--- config.mk ---
export PLATFORM = sky130hd
export DESIGN_NAME = param_proc_core
export DESIGN_NICKNAME = d
export VERILOG_FILES = /design/src/rtl/proc_pkg.sv /design/src/rtl/proc_alu.sv /design/src/rtl/param_proc_core.sv
export SDC_FILE = /design/constraint.sdc
export NUM_CORES = 1
export LEC_CHECK = 0
export CAP_MARGIN = 25
export CELL_PAD_IN_SITES_DETAIL_PLACEMENT = 1
export CELL_PAD_IN_SITES_GLOBAL_PLACEMENT = 2
export CORE_MARGIN = 4
export CORE_UTILIZATION = 26
export DETAILED_ROUTE_END_ITERATION = 16
export PLACE_DENSITY_LB_ADDON = 0.1
export SLEW_MARGIN = 25
export SYNTH_ARGS = -nofsm -noshare
export SYNTH_HDL_FRONTEND = slang
export SYNTH_SLANG_ARGS = --single-unit
--- constraint.sdc ---
create_clock -name Clk -period 3.8 [get_ports Clk]
set_input_delay 0.57 -clock Clk [delete_from_list [all_inputs] [get_ports Clk]]
set_output_delay 0.57 -clock Clk [all_outputs]
set_load 0.005 [all_outputs]
--- src/rtl/proc_pkg.sv ---
// Opcode and FSM state definitions shared by the param_proc_core slice.
package proc_pkg;

  localparam logic [2:0] OP_MV   = 3'd0;
  localparam logic [2:0] OP_MVI  = 3'd1;
  localparam logic [2:0] OP_ADD  = 3'd2;
  localparam logic [2:0] OP_SUB  = 3'd3;
  localparam logic [2:0] OP_AND  = 3'd4;
  localparam logic [2:0] OP_OR   = 3'd5;
  localparam logic [2:0] OP_MVNZ = 3'd6;
  localparam logic [2:0] OP_ILL  = 3'd7;

  typedef enum logic [1:0] {
    ST_IDLE = 2'd0,
    ST_T1   = 2'd1,
    ST_T2   = 2'd2,
    ST_T3   = 2'd3
  } state_t;

endpackage

--- src/rtl/proc_alu.sv ---
// Combinational ALU; the op select is the low two opcode bits (add/sub/and/or are unique there).
module proc_alu
  import proc_pkg::*;
#(
  parameter int DATA_W = 8
) (
  input  logic [DATA_W-1:0] i_a,
  input  logic [DATA_W-1:0] i_b,
  input  logic [1:0]        i_op,
  output logic [DATA_W-1:0] o_y
);

  always_comb begin
    case (i_op)
      OP_ADD[1:0]: o_y = i_a + i_b;
      OP_SUB[1:0]: o_y = i_a - i_b;
      OP_AND[1:0]: o_y = i_a & i_b;
      default:     o_y = i_a | i_b;
    endcase
  end

endmodule

--- src/rtl/param_proc_core.sv ---
// Multi-cycle accumulator-bus processor: IR/A/G registers, NREGS-entry register file,
// one-hot bus mux and a four-state control FSM with Busy/Done handshake.
module param_proc_core
  import proc_pkg::*;
#(
  parameter  int DATA_W = 8,
  parameter  int NREGS  = 4,
  localparam int REG_AW = $clog2(NREGS),
  localparam int IR_W   = 3 + 2*REG_AW
) (
  input  logic                    Clk,
  input  logic                    Resetn,
  input  logic                    Run,
  input  logic [DATA_W-1:0]       DIN,
  output logic                    Busy,
  output logic                    Done,
  output logic                    Err,
  output logic                    Zflag,
  output logic [IR_W-1:0]         IR,
  output logic [DATA_W-1:0]       G,
  output logic [DATA_W-1:0]       Bus,
  output logic [NREGS*DATA_W-1:0] Rflat
);

  state_t              r_state, w_next;
  logic [IR_W-1:0]     r_ir;
  logic [DATA_W-1:0]   r_a, r_g;
  logic                r_err;
  logic [DATA_W-1:0]   w_regs [NREGS];
  logic [DATA_W-1:0]   w_bus, w_alu;
  logic [2:0]          w_op;
  logic [REG_AW-1:0]   w_rx, w_ry;
  logic                w_zero;
  logic                w_sel_din, w_sel_rx, w_sel_ry, w_sel_g;
  logic                w_ir_we, w_a_we, w_g_we, w_r_we, w_err_set, w_done;

  assign w_op   = r_ir[IR_W-1 -: 3];
  assign w_rx   = r_ir[2*REG_AW-1 -: REG_AW];
  assign w_ry   = r_ir[REG_AW-1:0];
  assign w_zero = (r_g == '0);

  always_comb begin
    w_next    = r_state;
    w_sel_din = 1'b0;
    w_sel_rx  = 1'b0;
    w_sel_ry  = 1'b0;
    w_sel_g   = 1'b0;
    w_ir_we   = 1'b0;
    w_a_we    = 1'b0;
    w_g_we    = 1'b0;
    w_r_we    = 1'b0;
    w_err_set = 1'b0;
    w_done    = 1'b0;
    case (r_state)
      ST_IDLE: begin
        if (Run) begin
          w_ir_we = 1'b1;
          w_next  = ST_T1;
        end
      end
      ST_T1: begin
        w_next = ST_IDLE;
        w_done = 1'b1;
        case (w_op)
          OP_MV: begin
            w_sel_ry = 1'b1;
            w_r_we   = 1'b1;
          end
          OP_MVI: begin
            w_sel_din = 1'b1;
            w_r_we    = 1'b1;
          end
          OP_MVNZ: begin
            w_sel_ry = 1'b1;
            w_r_we   = !w_zero;
          end
          OP_ILL: w_err_set = 1'b1;
          default: begin
            w_sel_rx = 1'b1;
            w_a_we   = 1'b1;
            w_done   = 1'b0;
            w_next   = ST_T2;
          end
        endcase
      end
      ST_T2: begin
        w_sel_ry = 1'b1;
        w_g_we   = 1'b1;
        w_next   = ST_T3;
      end
      default: begin
        w_sel_g = 1'b1;
        w_r_we  = 1'b1;
        w_done  = 1'b1;
        w_next  = ST_IDLE;
      end
    endcase
  end

  // Every register write takes its data from the bus, so one write port covers mv/mvi/mvnz/T3.
  assign w_bus = ({DATA_W{w_sel_din}} & DIN)
               | ({DATA_W{w_sel_rx}}  & w_regs[w_rx])
               | ({DATA_W{w_sel_ry}}  & w_regs[w_ry])
               | ({DATA_W{w_sel_g}}   & r_g);

  proc_alu #(.DATA_W(DATA_W)) u_alu (
    .i_a  (r_a),
    .i_b  (w_bus),
    .i_op (w_op[1:0]),
    .o_y  (w_alu)
  );

  always_ff @(posedge Clk or negedge Resetn) begin
    if (!Resetn) begin
      r_state <= ST_IDLE;
      r_ir    <= '0;
      r_a     <= '0;
      r_g     <= '0;
      r_err   <= 1'b0;
    end else begin
      r_state <= w_next;
      if (w_ir_we)   r_ir  <= DIN[IR_W-1:0];
      if (w_a_we)    r_a   <= w_bus;
      if (w_g_we)    r_g   <= w_alu;
      if (w_err_set) r_err <= 1'b1;
    end
  end

  for (genvar k = 0; k < NREGS; k++) begin : g_reg
    logic [DATA_W-1:0] r_q;
    always_ff @(posedge Clk or negedge Resetn) begin
      if (!Resetn)                               r_q <= '0;
      else if (w_r_we && (w_rx == REG_AW'(k)))  r_q <= w_bus;
    end
    assign w_regs[k]                 = r_q;
    assign Rflat[k*DATA_W +: DATA_W] = r_q;
  end

  assign Busy  = (r_state != ST_IDLE);
  assign Done  = w_done;
  assign Err   = r_err;
  assign Zflag = w_zero;
  assign IR    = r_ir;
  assign G     = r_g;
  assign Bus   = w_bus;

endmodule
# == After elaboration in Yosys (flattened, before gate mapping) ==
# Index checks and enable logic that the tools add are counted.
# op_classes
add_sub_neg,2
mul,0
n_div,0
order_cmp,2
n_eq_ne,11
n_shift,0
n_mux,26
bitwise_logic,11
reduce_logical,16
# op_table
operator,n
AND 8 bit,5
binary-select mux 8 bit (select 2 bit),2
2-to-1 mux 8 bit,4
OR 8 bit,4
one-hot mux 8 bit (3 select lines),1
2-to-1 mux 1 bit,12
"equality test 2 bit, second input constant",5
adder 8 bit,1
zero test 8 bit,1
one-hot mux 1 bit (2 select lines),4
subtractor 8 bit,1
"equality test 3 bit, second input constant",2
"greater-or-equal comparator 3 bit, second input constant",2
zero test 2 bit,3
inverter 2 -> 3 bit,2
one-hot mux 2 bit (3 select lines),1
OR reduction 2 bit,3
"equality test 2 x 1 -> 1 bit, second input constant",2
logical AND 1 bit,4
2-to-1 mux 2 bit,2
OR reduction 4 bit,1
"equality test 3 x 1 -> 1 bit, second input constant",1
zero test 3 bit,1
OR reduction 3 bit,1
other kinds (3),3
# totals
reg_bits,58
latchBits,0
ram_bits,0
mem_bits_ro,0
inputBits,11
out_inout_bits,59
word_cells,77
n_memories,0

# == Depth between registers and ports, before layout ==
# logic_depth
word_depth,10
depth_mapped,21
mapped_depth_nobuf,20

# == Hierarchy ==
# From an unflattened synthesis, not the netlist that was laid out.
# unflattened
cells_unflattened,313
hier_area_um2,3751.1
# modules_own_cells
mod,instances,cells_per_inst,area_each_um2,seq_area_each_um2
param_proc_core,1,217,3093.0,1451.4
proc_alu,1,96,658.1,0.0

# == Worst setup path after synthesis ==
# OpenSTA, ideal clock, no wires.
# synth_timing
path_kind,register to register
from,"reg r_ir[2], in the netlist IR[2]"
to,"reg r_g[7], in the netlist G[7]"
setup_time_ps,95
t_arrival_ps,3927
required_ps,3704
path_slack_ps,-223
stages_incl_launch_ff,16
path_buffers,1
synth_period_minus_slack_ps,4023
cell_sequence,dfrtp_1 -> buf_6 -> mux4_2 -> a222oi_1 -> nand2_2 -> or4_4 -> o21ai_0 -> xor2_1 -> ha_1 -> nor3_1 -> and4_1 -> o21ai_0 -> or2_2 -> o211ai_2 -> a211oi_1 -> o32ai_2
# synth_via
elab_chain_len,10
word_cells_on_any_way,13
classes_between,add/sub: 2; mux: 4; bitwise: 7
# synth_lines
element,line,text
start: declaration,param_proc_core.sv:26,logic [IR_W-1:0] r_ir;
start signal: assignment,param_proc_core.sv:122,if (w_ir_we) r_ir <= DIN[IR_W-1:0];
inverter 2 -> 3 bit (not written as such) *,param_proc_core.sv:102,| ({DATA_W{w_sel_rx}} & w_regs[w_rx])
binary-select mux 8 bit (select 2 bit) *,param_proc_core.sv:102,
2-to-1 mux 8 bit (not written as such) * (2 in a row),param_proc_core.sv:102,
AND 8 bit *,param_proc_core.sv:102,
OR 8 bit *,param_proc_core.sv:102,
OR 8 bit *,param_proc_core.sv:103,| ({DATA_W{w_sel_ry}} & w_regs[w_ry])
OR 8 bit *,param_proc_core.sv:104,| ({DATA_W{w_sel_g}} & r_g);
via Bus[5],param_proc_core.sv:21,"output logic [DATA_W-1:0] Bus,"
subtractor 8 bit / adder 8 bit (equally long branches),"proc_alu.sv:16, proc_alu.sv:15",
one-hot mux 8 bit (3 select lines) *,proc_alu.sv:14,case (i_op)
end signal: assignment,param_proc_core.sv:124,if (w_g_we) r_g <= w_alu;
end: declaration,param_proc_core.sv:27,"logic [DATA_W-1:0] r_a, r_g;"
# Mark *: on every way through the listed nets, which the timed path passes. The rest lies on a longest branch. The select of a mux whose other input is x is not followed.
# A chain may end at the register's enable or synchronous reset.

# == Worst setup path in the final report ==
# layout_timing
from,"reg r_ir[2], in the netlist IR[2]"
to,"reg r_g[7], in the netlist G[7]"
# layout_via
elab_chain_len,10
word_cells_on_any_way,13
classes_between,add/sub: 2; mux: 4; bitwise: 7
# layout_lines
element,line,text
inverter 2 -> 3 bit (not written as such) *,param_proc_core.sv:102,
binary-select mux 8 bit (select 2 bit) *,param_proc_core.sv:102,
2-to-1 mux 8 bit (not written as such) * (2 in a row),param_proc_core.sv:102,
AND 8 bit *,param_proc_core.sv:102,
OR 8 bit *,param_proc_core.sv:102,
OR 8 bit *,param_proc_core.sv:103,
OR 8 bit *,param_proc_core.sv:104,
subtractor 8 bit (tied with other cells),proc_alu.sv:16,OP_SUB[1:0]: o_y = i_a - i_b;
one-hot mux 8 bit (3 select lines) *,proc_alu.sv:14,
# Mark *: on every way between the ends. The rest lies on a longest branch, timed or not. The select of a mux whose other input is x is not followed.

==> qor.yml <==
route:
  via_per_inst: 4.98
  ant_nets: 0
  first_pass_iters: 4
  drc: 0
  drtIter0Drc: 129
  vias: 3379
  routed_wl_um: 13800
  routedWlPerCell_um: 20.3
hold_path:
  hp-class: "in2async"
layout:
  fillerInstances: 1506
  fin_nets: 524
  diodes: 0
  drive_gt1_frac: 0.364
  area_delta_synth_final_pct: 52.0
sta:
  drv_slew: 0
  clock_skew_ps: 3.00
  hold_ws_ps: 344
  period_minus_slack_ps: 3760
  setup_violations: 0
  rsz0062_at_grt: "true"
  hold_viol: 0
  worst_pin_slew_ps: 848
  finalCritPeriodShare: 0.989
  fmax_mhz: 266
  slew_headroom: 0.435
place:
  globalplace.congestion: 0.764
  hpwl_um: 10200
  portBuffers: 69
job:
  maxCapViolCount: 0
grt:
  overflow: 0
  grt_pass1_wl_um: 21400
  grt_pass1_vias: 3634
  gr-usage-all-layers: 0.175
  antenna_found_initial: 0
  grt_max_degree: 34
clock_tree:
  tritoncts: "done"
  cts_root_buffer: "clkbuf_16"
  htree_levels: 3
  clk_latency_ps: 330
  cts_buffer_depth: 2
  cts_sinks: 58
  clk_pin_slew_ps: 50
  cts-buffers-inserted: 9
worst_setup_path:
  timing.rr.end: "G[7]"
  startpoint: "IR[2]"
  r2r_start: "IR[2]"
  ff2ff_path_depth: 16
  worstPathRequired_ps: 4030
  cp_top_family: "compound AO/OA/AOI/OAI gates"
  slowest_stage: "or4_4"
  cp-end-kind: "flip-flop"
  crit_path_max_incr_delay_ps: 540
  critPathMaxFanout: 3
  crit_type: "reg2reg"
  path_cells: "buf_6, mux4_2, a222oi_1, nand2_2, or4_4, o21ai_2, xor2_1, ha_2, nor2_2, nor2_2, inv_2, o21ai_2, or2_4, o211ai_2, a211oi_2, o32ai_2"
  crit_buf_inv: 2
  rrSetupSlack_ps: 40
  crit_arrival_ps: 3990
  cp-start-kind: "flip-flop"
floorplan:
  start_util: 0.270
  fp-row-count: 42
  fp.dieH_um: 126
  core_um2: 13500
  ios: 70
  die_x_um: 126
  fp.dieArea_um2: 16000
synth:
  synth_area_leaders: "dfrtp_1, mux2_2, mux4_2, ha_1, o21ai_0"
  synth_edf_count: 0
  post_synth_num_cell_types: 56
  synth_top_area_frac: 0.398
  synth.net_count: 379
  ys_seq_area_frac: 0.398
  syn_area_um2: 3640
  postSynthAreaPerCell_um2: 10.3
  yosysWarnings: 0
  netlist_instances: 353
  ys_seq_elements: 58
  synth-main-ff-cell: "dfrtp_1"
  ys_async_sr_fraction: 1.00
  yosys.area.top_type: "dfrtp_1"
status:
  outcome: "complete, no violations"
cells by family (layout without fill, tap and decap cells):
group,after synthesis,in the layout,share of synthesized area
flops,58,58,0.398
mux,39,39,0.176
buf+inv,35,185,0.0573
simple gates,106,106,0.133
fa+ha+maj,16,16,0.0563
xor+xnor,11,11,0.0285
compound gates,88,88,0.151
cells in the final DEF, fill, tap and decap left out, types with 3 or more instances in the layout:
master and n:
o21ai_0 28, nand2_1 38, inv_2 5, buf_6 7
inv_1 10, a21oi_1 25, dfrtp_2 4, nand2b_1 3
xor2_1 4, nor2_1 26, nand2_2 5, nor3_1 3
clkdlybuf4s50_1 68, buf_4 78, mux4_2 13, xnor2_1 6
nand3_1 9, a31oi_1 6, mux2_2 21, o21ai_2 3
clkbuf_16 9, ha_2 3, ha_1 9, a222oi_1 5
dfrtp_1 54
metrics by stage:
stage                     setup slack, ps  instances  area, um2  TNS (ps)  utilization
after floorplan                      11.3        353       3690         0            -
after global placement              -15.1        633       4850     -15.1        0.359
after detailed placement            -96.0        633       4850     -96.0        0.359
after CTS                           -19.6        667       5350     -19.6        0.396
after global routing                 -120        679       5540      -152        0.410
final                                43.4        679       5540         0        0.410
layout make-up:
cell class                 instances  area [um2]  share of cell area
multi-input combinational        260        2130               0.384
sequential                        58        1460               0.263
timing repair buffer             154        1350               0.244
clock buffer                      10         239              0.0432
tap                              176         220              0.0398
clock inverter                     6        90.1              0.0163
inverter                          15        56.3              0.0102
cells in the mapped netlist, types with 2 or more instances:
cell type / n
mux2_2: 21
nor2b_1: 2
o21ai_0: 33
dfrtp_1: 58
nor3_1: 7
ha_1: 14
nand3_1: 9
o31ai_1: 2
and2_1: 2
nand2b_1: 3
or2_2: 2
mux4_1: 6
a31oi_1: 6
nor2_1: 28
or4_1: 2
mux4_2: 9
xnor2_1: 6
buf_4: 2
and3_1: 2
xor2_1: 4
inv_1: 15
clkbuf_8: 2
buf_2: 2
nand2_1: 41
a21oi_1: 26
a222oi_1: 5
a22o_1: 2
a211oi_2: 2
nand2_2: 2
buf_6: 5
mux2i_1: 2
clkbuf_1: 6
and4_1: 2
state kept, by name, indices dropped and copies added (netlist names):
signal	flops
Err	1
IR	7
r_state	2
g.r_q	32
G	8
r_a	8
metal layers:
layer,up-vias,share of wire,GRT usage
li1,1575,-,-
met1,1732,0.46,0.227
met2,62,0.50,0.302
met3,10,0.027,0.0273
met4,0,0.011,0.0473
met5,-,0,0
worst max-delay path by stage:
stage                 to  cells past startpoint
floorplan           G[7]                     16
global placement    G[7]                     16
detailed placement  G[7]                     16
CTS                 G[7]                     16
global route        G[7]                     16
finish              G[7]                     16
timing repair:
action | 4_1_cts | 5_1_grt
pin swaps | 15 | 34
resized for setup | 18 | 31
hold buffers | 0 | 0
setup buffers | 19 | 12
endpoints found under the setup margin | 1 | 2
Power is not shown: default switching activity piles up to over one toggle a cycle in this logic, so the estimate is an artifact.
